### src/rtl/snn_pkg.sv
// Shared SNN core definitions: default geometry and the scheduler state encoding,
// which the core controller also decodes for debug readback.
package snn_pkg;

  localparam int NUM_AXONS_DEF  = 256;
  localparam int AXON_IDX_W_DEF = 8;
  localparam int CNT_W_DEF      = AXON_IDX_W_DEF + 1;

  typedef enum logic [1:0] {
    ST_IDLE = 2'd0,
    ST_SCAN = 2'd1,
    ST_EMIT = 2'd2,
    ST_DONE = 2'd3
  } sched_state_t;

  // The count must hold NUM_AXONS itself, hence one bit more than an index.
  function automatic int cnt_width(input int idx_w);
    return idx_w + 1;
  endfunction

endpackage

### src/rtl/axon_scheduler.sv
// Per-core axon scheduler: snapshots the input spike vector at timestep start
// and streams the index of every set axon, ascending, over valid/ready.
module axon_scheduler
  import snn_pkg::*;
#(
  parameter int NUM_AXONS  = NUM_AXONS_DEF,
  parameter int AXON_IDX_W = AXON_IDX_W_DEF
) (
  input  logic                  wb_clk_i,
  input  logic                  wb_rst_i,
  input  logic                  start_i,
  input  logic [NUM_AXONS-1:0]  spike_axon_i,
  output logic                  axon_valid_o,
  input  logic                  axon_ready_i,
  output logic [AXON_IDX_W-1:0] axon_idx_o,
  output logic                  busy_o,
  output logic                  done_o,
  output logic [AXON_IDX_W:0]   spike_count_o
);

  localparam int CNT_W = cnt_width(AXON_IDX_W);
  localparam logic [AXON_IDX_W-1:0] LAST = AXON_IDX_W'(NUM_AXONS - 1);

  sched_state_t          state, state_nxt;
  logic [NUM_AXONS-1:0]  snap, snap_nxt;
  logic [AXON_IDX_W-1:0] ptr, ptr_nxt;
  logic [CNT_W-1:0]      cnt, cnt_nxt;
  logic                  bit_set;

  // Axon 0 lives in the MSB of the vector.
  assign bit_set = snap[LAST - ptr];

  always_ff @(posedge wb_clk_i or posedge wb_rst_i) begin
    if (wb_rst_i) begin
      state <= ST_IDLE;
      snap  <= '0;
      ptr   <= '0;
      cnt   <= '0;
    end else begin
      state <= state_nxt;
      snap  <= snap_nxt;
      ptr   <= ptr_nxt;
      cnt   <= cnt_nxt;
    end
  end

  always_comb begin
    state_nxt = state;
    snap_nxt  = snap;
    ptr_nxt   = ptr;
    cnt_nxt   = cnt;
    case (state)
      ST_IDLE: begin
        if (start_i) begin
          snap_nxt  = spike_axon_i;
          ptr_nxt   = '0;
          cnt_nxt   = '0;
          state_nxt = ST_SCAN;
        end
      end
      ST_SCAN: begin
        if (bit_set)
          state_nxt = ST_EMIT;
        else if (ptr == LAST)
          state_nxt = ST_DONE;
        else
          ptr_nxt = ptr + 1'b1;
      end
      ST_EMIT: begin
        if (axon_ready_i) begin
          cnt_nxt = cnt + 1'b1;
          if (ptr == LAST) begin
            state_nxt = ST_DONE;
          end else begin
            ptr_nxt   = ptr + 1'b1;
            state_nxt = ST_SCAN;
          end
        end
      end
      ST_DONE: state_nxt = ST_IDLE;
      default: state_nxt = ST_IDLE;
    endcase
  end

  // Outputs decode only flopped state, so no input reaches an output combinationally.
  assign axon_valid_o  = (state == ST_EMIT);
  assign axon_idx_o    = axon_valid_o ? ptr : '0;
  assign busy_o        = (state == ST_SCAN) || (state == ST_EMIT);
  assign done_o        = (state == ST_DONE);
  assign spike_count_o = cnt;

endmodule

### config.mk
export PLATFORM = sky130hd
export DESIGN_NAME = axon_scheduler
export DESIGN_NICKNAME = d
export VERILOG_FILES = /design/src/rtl/snn_pkg.sv /design/src/rtl/axon_scheduler.sv
export SDC_FILE = /design/constraint.sdc
export NUM_CORES = 1
export LEC_CHECK = 0
export CAP_MARGIN = 20
export CORE_ASPECT_RATIO = 1.75
export CORE_MARGIN = 4
export CORE_UTILIZATION = 43
export DETAILED_ROUTE_END_ITERATION = 10
export GPL_ROUTABILITY_DRIVEN = 1
export PLACE_DENSITY = 0.65
export REMOVE_ABC_BUFFERS = 1
export SLEW_MARGIN = 30
export SYNTH_ARGS = -nofsm -noshare
export SYNTH_HDL_FRONTEND = slang
export SYNTH_SLANG_ARGS = --single-unit
### constraint.sdc
create_clock -name wb_clk_i -period 11.4 [get_ports wb_clk_i]
set_clock_uncertainty 0.15 [all_clocks]
set_input_delay 1.14 -clock wb_clk_i [delete_from_list [all_inputs] [get_ports wb_clk_i]]
set_output_delay 1.14 -clock wb_clk_i [all_outputs]
set_load 0.05 [all_outputs]
==> flow_metrics.env, run 1 <==
export IMPL_outcome="completed"
export IMPL_drtIter0Drc=391
export IMPL_synth_edf_count=0
export IMPL_cp_required_ns=10.11
export IMPL_relSlewSlack_pct=34.6
export IMPL_cts_max_path_buffers=3
export IMPL_pin_count=280
export IMPL_layout_nets=1400
export IMPL_grt_pass1_wl_um=53800
export IMPL_initial_core_util_pct=43.4
export IMPL_fin_crit_ns=4.78
export IMPL_coreArea_sq_um=30000
export IMPL_yosys_most_used_dff="dfrtp_1"
export IMPL_synthAdderAreaFrac_pct=0.674
export IMPL_ys_ff_latch=275
export IMPL_syn_avg_cell_area_sq_um=14.9
export IMPL_h_tree_depth=1
export IMPL_max_freq_ghz=0.209
export IMPL_synth_compound_area_share_pct=6.31
export IMPL_power_leakage_nw=6.86
export IMPL_hold_path_startpoint="snap[242]$_DFFE_PP0P_"
export IMPL_cts_buffers_inserted=26
export IMPL_post_drt_wl_per_cell_um=22.5
export IMPL_clock_root_buffer="clkbuf_16"
export IMPL_drive_gt1_share_pct=31.2
export IMPL_seqCellArea_sq_um=6890
export IMPL_cp_max_fo=48
export IMPL_gp_congestion=0.804
export IMPL_clkLatencyLatePin_ns=0.53
export IMPL_cts_hold_buf=0
export IMPL_post_synth_mux_area_share_pct=33.8
export IMPL_cts_sinks=275
export IMPL_finalCritPeriodShare_pct=41.9
export IMPL_yosys_area_share_simple_pct=2.74
export IMPL_grt_pass1_vias=9370
export IMPL_yosys_warnings=0
export IMPL_multi_input_area_sq_um=5690
export IMPL_path_class="reg -> out"
export IMPL_setup_worst_path_start="ptr[0]$_DFFE_PP0P_"
export IMPL_fin_ws_ns=6.62
export IMPL_setup_violations=0
export IMPL_viasPerCell=5.48
export IMPL_grt_ovfl_total=0
export IMPL_rsz0062_at_grt="false"
export IMPL_grt_antenna_before_repair=1
export IMPL_synth_xor_area_share_pct=0.270
export IMPL_vias=8451
export IMPL_post_place_ws_ns=6.80
export IMPL_ir_drop_uv=145
export IMPL_worstMarginPinSlew_ns=0.981
export IMPL_start_kind="flop"
export IMPL_cts_clk_slew_worst_paths_ns=0.06
export IMPL_placementRows=84
export IMPL_cts_setup_buffers=0
export IMPL_async_flop_share_pct=100
export IMPL_synth_top_family_by_area="multiplexers"
export IMPL_grt_max_degree=131
export IMPL_final_setup_tns_ns=0
export IMPL_worstHoldPathType="reg -> reg"
export IMPL_crit_path_end_kind="output pin"
export IMPL_cts_resized=0
export IMPL_dieArea_sq_um=33200
export IMPL_io_buffers=279
export IMPL_hold_viol=0
export IMPL_track_usage_pct=20.8
export IMPL_drcViolationCount=0
export IMPL_ant_nets=0
export IMPL_syn_cell_area_sq_um=13000
export IMPL_tritoncts="built"
export IMPL_drv_slew=0
export IMPL_syn_inst=874
export IMPL_cellPowerDensity_nw_per_um2=251
export IMPL_areaGrowthSynthToFinish_pct=30.3
export IMPL_first_pass_iters=4
export IMPL_dp_hpwl_um=24800
export IMPL_synth_distinct_cells=69
export IMPL_die_w_um=139
export IMPL_synth_seq_area_share_pct=53.0
export IMPL_r2r_start="ptr[0]$_DFFE_PP0P_"
export IMPL_drv_cap=0
export IMPL_die_height_um=238
export IMPL_cp_arrival_ns=3.49
export IMPL_nFillCells=2506
export IMPL_postRouteWirelength_um=34700
==> report_power, final <==
group	switching [mW]	internal [mW]	leakage, nW
sequential	0.277	1.46	3.26
clock	0.371	0.535	0.443
combinational	0.658	0.953	3.15
==> placed cells by master, fill, tap and decap left out, drive strengths merged, types with 4 or more instances in the layout <==
cell type,count
a221oi,10
xor2,4
a21oi,7
inv,13
nand3,5
mux2,265
mux4,44
clkinv,8
mux2i,35
o21ai,10
clkdlybuf4s50,279
nor2,20
a22oi,6
a211oi,6
a31oi,7
o22ai,7
o221ai,4
buf,11
nand2,17
clkbuf,39
dfrtp,275
nand4,6
ha,7
a2bb2oi,5
o311ai,5
==> worst paths after layout <==
path,to,slack (ns),depth (start not counted)
hold reg to reg,snap[242]$_DFFE_PP0P_,0.35,1
setup reg to reg,ptr[6]$_DFFE_PP0P_,7.07,8
min in group asynchronous,snap[4]$_DFFE_PP0P_,0.97,2
setup / recovery,axon_idx_o[0],6.62,4
max in group asynchronous,snap[235]$_DFFE_PP0P_,8.90,4
hold / removal,snap[242]$_DFFE_PP0P_,0.35,1
==> synth_stat cells (3+ instances only) <==
cell type    n  area (sq um)
buf_12       5           100
nand4_1      6          37.5
nand2b_1     3          18.8
ha_1         7          87.6
mux2_2     265          2980
and3_1       3          18.8
buf_1        3          11.3
o221ai_1     4          35.0
mux2i_1     35           350
a221oi_2     3          45.0
nor2_1      19          71.3
inv_1       13          48.8
o311ai_1     5          43.8
o2bb2ai_1    3          26.3
buf_2        7          35.0
a2bb2oi_1    5          43.8
nand2_1     17          63.8
nand3_1      5          25.0
a21oi_1      7          35.0
a22oi_1      6          45.0
a41oi_1      3          26.3
buf_6        5          56.3
a22o_1       3          26.3
or3_1        3          18.8
xor2_1       4          35.0
nor2b_1      3          18.8
a211oi_1     5          37.5
mux4_2      28           631
o22ai_1      7          43.8
dfrtp_1    275          6880
buf_4        5          37.5
a221oi_1     7          61.3
mux4_1      16           420
and2_1       3          18.8
clkbuf_1    33           124
a31oi_1      7          43.8
o21ai_0      9          45.0
==> sequential cells by signal, summed over array words and instances (netlist names) <==
signal / cells
ptr: 8
spike_count_o: 9
state: 2
snap: 256
==> metrics by stage <==
stage	hold WS [ns]	total power [mW]	utilization, %	std cells	instance area (sq um)
after global routing	0.359	4.51	56.5	1541	16900
after detailed placement	0.336	3.39	53.5	1492	16000
final	0.347	4.25	56.5	1541	16900
after CTS	0.351	4.30	56.5	1540	16900
after floorplan	0.321	3.08	-	815	12600
after global placement	0.329	3.33	53.4	1491	16000
==> cell families (layout without fill, tap and decap cells) <==
group / after synthesis / count (layout)
flops: 275 / 275
fa+ha+maj: 7 / 7
mux: 344 / 344
simple gates: 70 / 70
xor+xnor: 4 / 4
compound gates: 100 / 100
other cells: 0 / 1
buf+inv: 74 / 353
==> per-layer routing <==
metal	track usage (%)	up-vias	wire length [um]
li1	-	3836	-
met1	22.9	4358	12200
met2	40.8	221	20200
met3	3.33	36	1500
met5	0	-	0
met4	5.79	0	790
==> layout make-up <==
class,count,area share (%)
flip-flops and latches,275,40.7
multi-input cells,525,33.6
repair buffers,290,17.1
clock buffers,39,4.55
well taps,387,2.86
clock inverters,9,0.710
inverters,15,0.407
diodes,1,0.0148
==> worst max-delay path: stages, from the launching register on <==
cell and delay [ns]:
dfrtp_4 0.96, buf_4 0.82, inv_1 0.19, nor2_1 0.15, clkdlybuf4s50_1 0.83
Power figures use the tool's default switching activity.
==> run 2, diff against run 1 <==
Settings changed: PLACE_DENSITY 0.65 to 0.68.
Clock period 11.4 ns to 4.35 ns, I/O delays scaled along.
==> run 2 against run 1 <==
  * Design area rose by 0.16%
  * Die area is the same
  * Sequential power increased to 2.6 times the previous value
  * Sequential share of layout area down 0.066 points
  * Clock-buffer cell count is 1 higher
  * Critical path type is now reg -> reg
  * Critical endpoint is now ptr[0]$_DFFE_PP0P_
  * Highest routed layer is now met5
==> flow_metrics.env, run 2 (synthesis gave the netlist of run 1 again) <==
export IMPL_cts_buffers_inserted=26
export IMPL_clkLatencyLatePin_ns=0.54
export IMPL_cp_cell_sequence="buf_4, mux4_1, a22o_1, a211oi_1, a2111o_1, and3_1, o31ai_2, o22ai_1"
export IMPL_finalCritPeriodShare_pct=85.2
export IMPL_max_freq_ghz=0.270
export IMPL_rsz0062_at_grt="false"
export IMPL_cts_sinks=275
export IMPL_io_buffers=279
export IMPL_r2r_start="ptr[0]$_DFFE_PP0P_"
export IMPL_grt_max_degree=128
export IMPL_ir_drop_uv=379
export IMPL_postRouteWirelength_um=35500
export IMPL_final_common_cell="clkdlybuf4s50_1"
export IMPL_wl_met1_um=12400
export IMPL_outcome="completed"
export IMPL_hold_viol=0
export IMPL_cts_clk_slew_worst_paths_ns=0.07
export IMPL_drtIter0Drc=485
export IMPL_grt_pass1_wl_um=54000
export IMPL_placementRows=84
export IMPL_gp_congestion=0.771
export IMPL_relSlewSlack_pct=40.5
export IMPL_grt_ovfl_total=0
export IMPL_drcViolationCount=0
export IMPL_h_tree_depth=1
export IMPL_setup_worst_path_start="ptr[0]$_DFFE_PP0P_"
export IMPL_dieArea_sq_um=33200
export IMPL_worstHoldPathType="in -> async"
export IMPL_vias=8557
export IMPL_cp_required_ns=4.66
export IMPL_worst_path_largest_cell_delay_ns=0.75
export IMPL_cp_arrival_ns=4.01
export IMPL_layout_nets=1406
export IMPL_clock_root_buffer="clkbuf_16"
export IMPL_grt_pass1_vias=9375
export IMPL_ant_nets=0
export IMPL_dp_hpwl_um=26100
export IMPL_areaGrowthSynthToFinish_pct=30.5
export IMPL_routed_wl_met2_um=20100
export IMPL_largest_reg_flops=256
export IMPL_grt_antenna_before_repair=6
export IMPL_tritoncts="built"
export IMPL_fin_crit_ns=3.71
export IMPL_initial_core_util_pct=43.4
export IMPL_power_mw=11.1
export IMPL_worstMarginPinSlew_ns=0.893
export IMPL_crit_path_end_kind="flop"
export IMPL_path_class="reg -> reg"
export IMPL_start_kind="flop"
export IMPL_first_pass_iters=5
export IMPL_track_usage_pct=21.1
export IMPL_drive_gt1_share_pct=31.3
export IMPL_cp_slowest_cell="dfrtp_4"
export IMPL_drv_slew=0
export IMPL_die_height_um=238
export IMPL_cts_hold_buf=0
export IMPL_drv_cap=0
export IMPL_cellPowerDensity_nw_per_um2=657
export IMPL_cts_max_path_buffers=3
export IMPL_dr_wl_met3_um=1620
export IMPL_viasPerCell=5.52
export IMPL_final_cell_mix="279 x clkdlybuf4s50_1, 273 x dfrtp_1, 265 x mux2_2"
export IMPL_post_drt_wl_per_cell_um=22.9
export IMPL_power_leakage_nw=6.86
export IMPL_fin_hold_ws_ns=0.284
export IMPL_maxUsedRoutingLayer="met5"
export IMPL_cts_resized=0
export IMPL_cts_setup_buffers=0
export IMPL_coreArea_sq_um=30000
export IMPL_die_w_um=139
export IMPL_setup_violations=0
export IMPL_regMostFlops="snap"
export IMPL_pin_count=280
export IMPL_cp_max_fo=25
==> run 2: critical path: cells and delay by family (launching register included) <==
kind | cells | cell delay, ns
AOI/OAI and AO/OA | 5 | 1.24
buffers and inverters | 1 | 0.36
and+or+nand+nor | 1 | 0.52
DFF | 1 | 0.75
muxes | 1 | 0.59
==> run 2: layout make-up <==
| cell class | count | area, sq um |
|---|---|---|
| Fill cell | 2467 | 13000 |
| Sequential cell | 275 | 6890 |
| Multi-Input combinational cell | 525 | 5690 |
| Timing Repair Buffer | 296 | 3000 |
| Clock buffer | 40 | 785 |
| Tap cell | 387 | 484 |
| Inverter | 15 | 68.8 |
| Clock inverter | 5 | 27.5 |
| Antenna cell | 6 | 15.0 |
==> run 2: power by group <==
group          internal, mW  switching (mW)
clock network          1.23           0.961
logic                  2.55            1.82
registers              3.82           0.756
==> run 2: per-stage QoR <==
step           cell area [sq um]  setup TNS (ns)  util, %  instances  setup WS, ns
6_report                   17000               0     56.6       1549         0.644
5_1_grt                    17000               0     56.6       1548         0.501
2_1_floorplan              12600        -1809.57        -        815         -3.82
4_1_cts                    16900               0     56.5       1543         0.653
3_3_place_gp               16100               0     53.8       1498         0.729
3_5_place_dp               16100               0     53.8       1498         0.664
==> run 2: routing by layer <==
layer | global-route usage, % | up-vias
met3 | 2.85 | 68
li1 | - | 3861
met5 | 0 | -
met4 | 9.32 | 2
met2 | 40.0 | 274
met1 | 23.1 | 4352
==> run 2: path summary, 6_finish.rpt <==
kind | depth (start not counted) | slack [ns] | end
setup / recovery | 8 | 0.64 | ptr[0]$_DFFE_PP0P_
hold / removal | 2 | 0.28 | snap[5]$_DFFE_PP0P_
setup reg to reg | 8 | 0.64 | ptr[0]$_DFFE_PP0P_
hold reg to reg | 1 | 0.35 | snap[146]$_DFFE_PP0P_
max in group asynchronous | 3 | 2.89 | snap[131]$_DFFE_PP0P_
min in group wb_clk_i | 1 | 0.35 | snap[146]$_DFFE_PP0P_
==> run 3, diff against run 2 <==
Settings changed: PLACE_DENSITY 0.68 to 0.65.
Clock period 4.35 ns to 4.7 ns, I/O delays scaled along.
==> run 3 against run 2 <==
  * Highest routed layer is now met4
  * Critical path depth down 3
  * Die area unchanged
  * Sequential power down 7.9%
  * Via count down 1.3%
  * Non-clock buffer count down 1
  * Critical endpoint is now axon_idx_o[7]
  * Clock-buffer cell count down 2
  * Clock power up 7%
  * Combinational power down 7.3%
  * Worst hold slack worse by 0.061 ns
  * Critical path type is now reg -> out
  * Wire length up 0.33%
  * First-iteration DRC count down 31%
  * Largest power group unchanged
==> flow_metrics.env, run 3 (synthesis gave the netlist of run 1 again) <==
export IMPL_coreArea_sq_um=30000
export IMPL_dp_hpwl_um=26600
export IMPL_tritoncts="built"
export IMPL_cp_required_ns=4.08
export IMPL_areaGrowthSynthToFinish_pct=31.8
export IMPL_first_pass_iters=4
export IMPL_postRouteWirelength_um=35700
export IMPL_viasPerCell=5.45
export IMPL_cp_arrival_ns=2.98
export IMPL_io_buffers=279
export IMPL_setup_violations=0
export IMPL_grt_pass1_vias=9333
export IMPL_grt_ovfl_total=0
export IMPL_clock_root_buffer="clkbuf_16"
export IMPL_h_tree_depth=1
export IMPL_cp_cell_sequence="inv_1, ha_1, inv_1, nor2_1, clkdlybuf4s50_1"
export IMPL_start_kind="flop"
export IMPL_cellPowerDensity_nw_per_um2=620
export IMPL_cts_resized=0
export IMPL_cts_buffers_inserted=28
export IMPL_crit_path_end_kind="output pin"
export IMPL_pin_count=280
export IMPL_fin_util_pct=57.2
export IMPL_final_cell_mix="279 x clkdlybuf4s50_1, 273 x dfrtp_1, 265 x mux2_2"
export IMPL_relSlewSlack_pct=42.4
export IMPL_drv_cap=0
export IMPL_layout_nets=1407
export IMPL_die_height_um=238
export IMPL_drive_gt1_share_pct=31.8
export IMPL_rr_endpoint="ptr[2]$_DFFE_PP0P_"
export IMPL_post_drt_wl_per_cell_um=23.0
export IMPL_dpl_cell_area_sq_um=16100
export IMPL_worstHoldPathType="in -> async"
export IMPL_finalCritPeriodShare_pct=76.6
export IMPL_cp_slowest_cell="clkdlybuf4s50_1"
export IMPL_largest_reg_flops=256
export IMPL_drtIter0Drc=333
export IMPL_outcome="completed"
export IMPL_grt_max_degree=133
export IMPL_drv_slew=0
export IMPL_worstMarginPinSlew_ns=0.863
export IMPL_vias=8448
export IMPL_cts_clk_slew_worst_paths_ns=0.06
export IMPL_cts_hold_buf=0
export IMPL_power_leakage_nw=6.94
export IMPL_track_usage_pct=21.2
export IMPL_cpMostUsedCell="inv_1"
export IMPL_hold_viol=0
export IMPL_ant_nets=0
export IMPL_grt_pass1_wl_um=54400
export IMPL_ir_drop_uv=386
export IMPL_grt_antenna_before_repair=3
export IMPL_final_area_sq_um=17100
export IMPL_clkLatencyLatePin_ns=0.54
export IMPL_r2r_slack_ns=1.15
export IMPL_path_class="reg -> out"
export IMPL_cts_sinks=275
export IMPL_initial_core_util_pct=43.4
export IMPL_cp_max_fo=12
export IMPL_regMostFlops="snap"
export IMPL_drcViolationCount=0
export IMPL_die_w_um=139
export IMPL_cts_setup_buffers=0
export IMPL_gp_congestion=0.807
export IMPL_placementRows=84
export IMPL_r2r_start="ptr[0]$_DFFE_PP0P_"
export IMPL_r2r_cells=8
export IMPL_fin_crit_ns=3.60
export IMPL_final_common_cell="clkdlybuf4s50_1"
export IMPL_dieArea_sq_um=33200
export IMPL_rsz0062_at_grt="false"
export IMPL_nFillCells=2464
export IMPL_max_freq_ghz=0.278
export IMPL_cts_max_path_buffers=3
export IMPL_worst_path_largest_cell_delay_ns=0.87
[run 3: final cells by class]
cell class | instances | area, sq um | share of cell area (%)
flip-flops and latches | 275 | 6890 | 40.2
multi-input cells | 525 | 5700 | 33.3
repair buffers | 295 | 2990 | 17.4
inverters | 15 | 68.8 | 0.402
clock buffers | 38 | 820 | 4.79
clock inverters | 11 | 169 | 0.986
diodes | 3 | 7.51 | 0.0438
well taps | 387 | 484 | 2.83
[run 3: metal layers]
layer | up-vias | GRT usage, % | wire length [um]
met3 | 52 | 3.67 | 1650
met4 | 0 | 7.51 | 1120
li1 | 3851 | - | -
met1 | 4329 | 22.0 | 12000
met2 | 216 | 42.2 | 20800
met5 | - | 0 | 0
[run 3: per-stage QoR]
stage	setup slack, ns	hold WS [ns]	TNS [ns]	std cells	power (mW)
floorplan	-3.50	0.321	-1627.64	815	7.47
global placement	1.14	0.330	0	1497	8.23
detailed placement	1.11	0.339	0	1497	8.35
CTS	1.07	0.353	0	1546	10.8
global route	0.952	0.345	0	1549	11.2
finish	1.10	0.223	0	1549	10.6
[run 3: worst max-delay path by stage]
stage                               from            endpoint  slack, ns  cells after the start
floorplan                       wb_rst_i  ptr[0]$_DFFE_PP0P_      -3.50                      1
global placement      ptr[0]$_DFFE_PP0P_  ptr[2]$_DFFE_PP0P_       1.14                      8
detailed placement    ptr[0]$_DFFE_PP0P_  ptr[2]$_DFFE_PP0P_       1.11                      8
CTS                 state[0]$_DFFE_PP0P_       axon_idx_o[7]       1.07                      5
global route        state[0]$_DFFE_PP0P_       axon_idx_o[7]       0.95                      5
finish              state[0]$_DFFE_PP0P_       axon_idx_o[7]       1.10                      5
[run 3: power breakdown]
part / switching [mW] / internal [mW]
sequential: 0.682 / 3.54
combinational: 1.68 / 2.36
clock: 0.924 / 1.44
[run 3: critical path: cells and delay by family (launching register included)]
kind | cells | cell delay, ns
buffers and inverters | 3 | 1.31
flip-flops | 1 | 0.42
adder cells (fa/ha/maj) | 1 | 0.38
AND/OR/NAND/NOR | 1 | 0.32
